### src/rtl/fpoperations.sv
// Shared FPU low-cluster definitions: result formats, rounding modes, per-format
// precision/bias constants, FUF field offsets and convert pipeline stage structs.
package fpoperations;

    typedef enum logic [1:0] {
        FMT_SNG = 2'd0,
        FMT_DBL = 2'd1,
        FMT_EXT = 2'd2
    } fmt_e;

    localparam logic [1:0] RND_RNE = 2'd0;
    localparam logic [1:0] RND_RTZ = 2'd1;
    localparam logic [1:0] RND_RDN = 2'd2;
    localparam logic [1:0] RND_RUP = 2'd3;

    localparam int SNG_PREC = 24;
    localparam int DBL_PREC = 53;
    localparam int EXT_PREC = 64;
    localparam int SNG_FRAC = SNG_PREC - 1;
    localparam int DBL_FRAC = DBL_PREC - 1;

    localparam logic [7:0]  SNG_BIAS = 8'd127;
    localparam logic [10:0] DBL_BIAS = 11'd1023;
    localparam logic [14:0] EXT_BIAS = 15'd16383;

    localparam int FUF_W      = 84;
    localparam int FUF_EXT_LO = 68;

    // Magnitude is kept in 64 bits: negating the most negative 64-bit value
    // yields 2^63, which is still exact as an unsigned quantity.
    typedef struct packed {
        logic        sign;
        logic [63:0] mag;
        fmt_e        fmt;
        logic [1:0]  rnd;
    } s1_t;

    typedef struct packed {
        logic        sign;
        logic        zero;
        logic [5:0]  exp;
        logic [63:0] norm;
        fmt_e        fmt;
        logic [1:0]  rnd;
    } s2_t;

    function automatic logic rnd_inc(input logic [1:0] rnd, input logic sign,
                                     input logic lsb, input logic guard,
                                     input logic sticky);
        logic inc;
        case (rnd)
            RND_RNE: inc = guard & (sticky | lsb);
            RND_RTZ: inc = 1'b0;
            RND_RDN: inc = sign & (guard | sticky);
            default: inc = ~sign & (guard | sticky);
        endcase
        return inc;
    endfunction

endpackage

### src/rtl/cvt_lzc64.sv
// Combinational 64-bit leading-zero counter; returns 64 for an all-zero input.
module cvt_lzc64 (
    input  logic [63:0] a,
    output logic [6:0]  cnt
);

    always_comb begin
        cnt = 7'd64;
        for (int i = 0; i < 64; i++) begin
            if (a[i]) cnt = 7'(63 - i);
        end
    end

endmodule

### src/rtl/cvt_int_fp_mod.sv
// Three-stage integer to SNG/DBL/EXT converter producing FUF-layout results;
// every stage register advances only when clkEn is high.
module cvt_int_fp_mod
    import fpoperations::*;
#(
    parameter int LAT    = 3,
    parameter bit EXT_EN = 1'b1
) (
    input  logic              clk,
    input  logic              rst,
    input  logic              clkEn,
    input  logic              en,
    input  logic [63:0]       A,
    input  logic              is32b,
    input  logic              isSigned,
    input  logic              isSNG,
    input  logic              isDBL,
    input  logic              isEXT,
    input  logic [1:0]        rnd,
    output logic [FUF_W-1:0]  res,
    output logic              res_en,
    output logic              inexact
);

    logic [LAT-1:0]   vld_pipe;
    s1_t              s1, s1_d;
    s2_t              s2, s2_d;
    logic [63:0]      op;
    logic [6:0]       lzc;
    logic [FUF_W-1:0] res_d;
    logic             inx_d;
    logic             g, st, inc;
    logic [SNG_FRAC:0] sum_s;
    logic [DBL_FRAC:0] sum_d;
    logic [7:0]       e_s;
    logic [10:0]      e_d;
    logic [14:0]      e_x;

    assign res_en = vld_pipe[LAT-1];

    // Stage 1: operand extension, sign/magnitude split, format priority.
    always_comb begin
        op = A;
        if (is32b) op = isSigned ? {{32{A[31]}}, A[31:0]} : {32'b0, A[31:0]};
        s1_d.sign = isSigned & op[63];
        s1_d.mag  = s1_d.sign ? (~op + 64'd1) : op;
        if (isEXT && EXT_EN)     s1_d.fmt = FMT_EXT;
        else if (isDBL || isEXT) s1_d.fmt = FMT_DBL;
        else                     s1_d.fmt = FMT_SNG;
        s1_d.rnd = rnd;
    end

    // Stage 2: normalize so the leading one sits at bit 63.
    cvt_lzc64 u_lzc (
        .a   (s1.mag),
        .cnt (lzc)
    );

    always_comb begin
        s2_d.sign = s1.sign;
        s2_d.zero = lzc[6];
        s2_d.exp  = 6'd63 - lzc[5:0];
        s2_d.norm = s1.mag << lzc[5:0];
        s2_d.fmt  = s1.fmt;
        s2_d.rnd  = s1.rnd;
    end

    // Stage 3: round the fraction only; a carry out of it means the
    // significand wrapped to 1.0 and the exponent steps up by one.
    always_comb begin
        res_d = '0;
        inx_d = 1'b0;
        g     = 1'b0;
        st    = 1'b0;
        inc   = 1'b0;
        sum_s = '0;
        sum_d = '0;
        e_s   = '0;
        e_d   = '0;
        e_x   = '0;
        case (s2.fmt)
            FMT_EXT: begin
                e_x = EXT_BIAS + {9'b0, s2.exp};
                res_d[FUF_W-1:FUF_EXT_LO] = {s2.sign, e_x};
                res_d[EXT_PREC-1:0]       = s2.norm;
            end
            FMT_DBL: begin
                g     = s2.norm[63-DBL_PREC];
                st    = |s2.norm[63-DBL_PREC-1:0];
                inc   = rnd_inc(s2.rnd, s2.sign, s2.norm[64-DBL_PREC], g, st);
                sum_d = {1'b0, s2.norm[62 -: DBL_FRAC]} + {{DBL_FRAC{1'b0}}, inc};
                e_d   = DBL_BIAS + {5'b0, s2.exp} + {10'b0, sum_d[DBL_FRAC]};
                res_d[63:0] = {s2.sign, e_d, sum_d[DBL_FRAC-1:0]};
                inx_d = g | st;
            end
            default: begin
                g     = s2.norm[63-SNG_PREC];
                st    = |s2.norm[63-SNG_PREC-1:0];
                inc   = rnd_inc(s2.rnd, s2.sign, s2.norm[64-SNG_PREC], g, st);
                sum_s = {1'b0, s2.norm[62 -: SNG_FRAC]} + {{SNG_FRAC{1'b0}}, inc};
                e_s   = SNG_BIAS + {2'b0, s2.exp} + {7'b0, sum_s[SNG_FRAC]};
                res_d[31:0] = {s2.sign, e_s, sum_s[SNG_FRAC-1:0]};
                inx_d = g | st;
            end
        endcase
        if (s2.zero) begin
            res_d = '0;
            inx_d = 1'b0;
        end
    end

    always_ff @(posedge clk or negedge rst) begin
        if (!rst) begin
            vld_pipe <= '0;
            s1       <= '0;
            s2       <= '0;
            res      <= '0;
            inexact  <= 1'b0;
        end else if (clkEn) begin
            vld_pipe <= {vld_pipe[LAT-2:0], en};
            s1       <= s1_d;
            s2       <= s2_d;
            if (vld_pipe[LAT-2]) begin
                res     <= res_d;
                inexact <= inx_d;
            end
        end
    end

endmodule
### config.mk
export PLATFORM = sky130hd
export DESIGN_NAME = cvt_int_fp_mod
export DESIGN_NICKNAME = d
export VERILOG_FILES = /design/src/rtl/fpoperations.sv /design/src/rtl/cvt_lzc64.sv /design/src/rtl/cvt_int_fp_mod.sv
export SDC_FILE = /design/constraint.sdc
export NUM_CORES = 1
export LEC_CHECK = 0
export BUFFER_PORTS_ARGS = -buffer_cell sky130_fd_sc_hd__clkbuf_2
export CORE_MARGIN = 4
export CORE_UTILIZATION = 66
export DETAILED_ROUTE_END_ITERATION = 10
export PLACE_DENSITY = 0.92
export SLEW_MARGIN = 10
export SYNTH_ARGS = -nofsm -noshare
export SYNTH_HDL_FRONTEND = slang
export SYNTH_SLANG_ARGS = --single-unit
### constraint.sdc
create_clock -name clk -period 5.05 [get_ports clk]
set_clock_uncertainty 0.05 [all_clocks]
set_input_delay 1.01 -clock clk [delete_from_list [all_inputs] [get_ports clk]]
set_output_delay 1.01 -clock clk [all_outputs]
set_load 0.03 [all_outputs]
==> flow_summary_export.csv <==
group,metric,value,unit
floorplanning,rows,57,
logic_synthesis,synthTopCellsByCount,"dfrtp_1 (226), mux2i_1 (183), nor2_1 (175)",
logic_synthesis,synth-compound-area-share,22.1,%
worst_setup_path,critPathKind,"reg2reg",
route,totalWireLength,52.2,mm
logic_synthesis,synth_area,16600,um^2
clocking,cts_buffer_depth,3,
finish,drive_gt1_share,15.2,%
worst_setup_path,crit_chain,"nand2b_1, a221o_1, a211oi_1, o221ai_1, a22oi_2, buf_4, mux2i_1, mux2i_1, mux2i_1, mux2i_1, a221oi_1, o211ai_1",
timing,layout_min_cycle_time,4400,ps
route,drt-initial-drc-count,1860,
clocking,cts_tree,"done",
finish,fin_util,74.5,%
clocking,root_buffer,"clkbuf_16",
floorplanning,die_area,27700,um^2
logic_synthesis,synthAdderAreaFrac,0.982,%
worst_setup_path,cpPeakStageDelay,730,ps
route,dr_total_vias,16000,
finish,diodes,0,
placement,place_congestion,1.04,
worst_setup_path,critPathLaunchType,"flip-flop",
worst_setup_path,critPathSlowestCell,"a22oi_2",
clocking,clkSinkCount,226,
route,viasPerCell,6.91,
finish,fill_cells,1781,
logic_synthesis,synthArstFlopShare,100,%
timing,setup_viol,0,
timing,setup_ws,653,ps
timing,finalMaxSlewViolations,0,
finish,syn_to_final_growth,10.4,%
floorplanning,chipHeight,166,um
logic_synthesis,synth.area.mux_share,14.4,%
clocking,ctsHoldBuffers,0,
logic_synthesis,synth_seq_area_share,34.1,%
pwr,pwr_density_cell,461,nW/um^2
logic_synthesis,yosys.area_share.simple,16.5,%
pwr,static-leakage-power,7.97,nW
logic_synthesis,synth_edf_count,0,
route,avgRoutedWirePerCell,22.6,um
logic_synthesis,synthMostInstantiatedCell,"dfrtp_1",
grt,antenna_found_initial,0,
timing,max_freq,227,MHz
timing,fin_crit_sh,87.1,%
grt,grt_pass1_vias,15200,
placement,io_buffers,155,
timing,tns,0,ps
clocking,cts_resized,0,
timing,rsz0062_at_grt,"false",
logic_synthesis,synth_area_leaders,"dfrtp_1 (34%), mux2i_1 (11%), a21oi_1 (4.3%), nor2_1 (4.0%), nand2_1 (3.9%)",
logic_synthesis,synth_top_area_share,34.1,%
logic_synthesis,post-synth-top-area-cell,"dfrtp_1",
route,drc,0,
timing,maxSlewHeadroom,31.1,%
logic_synthesis,yosysWarnings,0,
worst_setup_path,cp.arrival,4730,ps
worst_hold_path,hold_class,"in2async",
grt,grt_max_degree,108,
worst_setup_path,crit_required,5390,ps
clocking,post-cts-setup-buffer-count,0,
run_status,status,"finished, final reports clean",
grt,overflow,0,
route,drt-pass1-iter-count,6,
timing,hold_viol,0,
floorplanning,start_util,67.5,%
pwr,peakVddDrop,0.365,mV
grt,grt_first_pass_wirelength,82.8,mm
logic_synthesis,synth_top_family_by_area,"compound AO/OA/AOI/OAI gates",
floorplanning,core,24500,um^2
clocking,clk_pin_slew,60,ps
clocking,cts-htree-levels,1,
finish,multi_input_area,10100,um^2
placement,place_ws,712,ps
floorplanning,io_pins,161,
timing,worst_slew_pin_slew,1030,ps
route,ant_nets,0,
placement,hpwl,38.4,mm
logic_synthesis,synthFlopType,"dfrtp_1",
job,maxCapViolations,0,
logic_synthesis,synth_xor_area_share,6.77,%
logic_synthesis,synth.distinct_cells,84,
logic_synthesis,synth.avg_cell_area,8.70,um^2
logic_synthesis,ys_ff_latch,226,
finish,register_area,5660,um^2
worst_setup_path,critPathMaxFanout,17,
clocking,cts_buffers,25,
worst_setup_path,crit_top_cell,"mux2i_1",
grt,grt_usage,36.2,%
logic_synthesis,syn_inst,1904,
finish,fin_nets,2062,
floorplanning,die_w,166,um
clocking,insertion_delay,540,ps
worst_setup_path,crit_path_end_kind,"flip-flop",
state kept, by name, indices dropped and copies added, names as in the netlist:
name	cells
res	77
s1	69
vld_pipe	3
inexact	1
s2	76
critical path: cells and delay by family (launching register included):
kind	cells	cell delay (ps)
multiplexers	4	1010
buffers and inverters	1	400
AND/OR/NAND/NOR	1	180
flip-flops	1	460
AO/OA/AOI/OAI	6	2160
cell type report:
type                            instances  area share, %
Sequential cell                       226           30.9
Clock buffer                           37           4.05
Inverter                               36          0.739
Clock inverter                          6          0.458
Timing Repair Buffer                  196           6.27
Multi-Input combinational cell       1489           55.3
Tap cell                              324           2.22
cells in the final DEF (no fill, tap or decap), types with 7 or more instances in the layout:
master | netlist | final
o22ai_1 | 10 | 10
o31ai_1 | 10 | 10
o21ai_0 | 110 | 110
nand2b_1 | 7 | 7
xor2_1 | 65 | 65
mux2_2 | 33 | 33
nor2_1 | 175 | 174
o21ai_1 | 14 | 12
nand4_1 | 19 | 19
ha_1 | 13 | 12
or4_1 | 8 | 8
or3_1 | 9 | 9
o211ai_1 | 9 | 9
clkbuf_8 | 0 | 7
o2bb2ai_1 | 18 | 18
a21oi_1 | 142 | 142
xnor2_1 | 63 | 63
nor3_1 | 47 | 47
nor2b_1 | 13 | 13
clkbuf_2 | 2 | 153
and3_1 | 14 | 14
a31oi_1 | 16 | 16
nor4_1 | 33 | 33
nand3_1 | 41 | 41
a22o_1 | 41 | 41
o21a_1 | 9 | 9
nand2_1 | 173 | 172
a221o_1 | 16 | 16
a21o_1 | 9 | 9
mux2i_1 | 183 | 183
a22oi_1 | 46 | 45
clkbuf_16 | 0 | 25
inv_1 | 34 | 34
a221oi_1 | 34 | 34
dfrtp_1 | 226 | 226
a211oi_1 | 7 | 7
buf_4 | 16 | 38
power breakdown:
| part | internal (mW) | leakage, nW | switching [mW] | total (mW) |
|---|---|---|---|---|
| Combinational | 1.36 | 4.79 | 2.18 | 3.54 |
| Clock | 1.11 | 0.409 | 0.730 | 1.84 |
| Sequential | 2.26 | 2.77 | 0.792 | 3.05 |
| Total | 4.72 | 7.97 | 3.70 | 8.43 |
logic make-up (layout without fill, tap and decap cells):
family / after synthesis / count (layout)
muxes: 224 / 224
AOI/OAI and AO/OA: 545 / 545
adders and majority gates: 13 / 13
other: 1 / 4
and+or+nand+nor: 575 / 575
DFF: 226 / 226
xor gates and xnor gates: 128 / 128
buffers and inverters: 192 / 275
routing by layer:
| layer | GRT usage, % | part of all wire [%] | up-vias |
|---|---|---|---|
| met1 | 47.2 | 38 | 7586 |
| li1 | - | - | 7179 |
| met2 | 60.1 | 47 | 1031 |
| met5 | 0 | 0 | - |
| met4 | 17.5 | 5.7 | 0 |
| met3 | 4.76 | 9.5 | 191 |
through the flow:
step | power (mW) | instances | hold WS [ps] | instance area [um^2]
2_1_floorplan | 5.28 | 1907 | 398 | 16600
3_3_place_gp | 6.35 | 2271 | 410 | 17500
3_5_place_dp | 6.47 | 2271 | 425 | 17500
4_1_cts | 8.32 | 2314 | 374 | 18300
5_1_grt | 8.78 | 2314 | 395 | 18300
6_report | 8.43 | 2314 | 352 | 18300
worst paths after layout:
| check | depth (start not counted) | slack, ps | startpoint | end |
|---|---|---|---|---|
| setup / recovery | 12 | 650 | s1[5] | s2[56] |
| hold / removal | 1 | 350 | rst | res[27] |
| setup reg to reg | 12 | 650 | s1[5] | s2[56] |
| hold reg to reg | 2 | 430 | s1[3] | s2[3] |
| max in group asynchronous | 2 | 3520 | rst | s2[47] |
| min in group clk | 2 | 430 | s1[3] | s2[3] |
(Power assumes the default switching activity.)
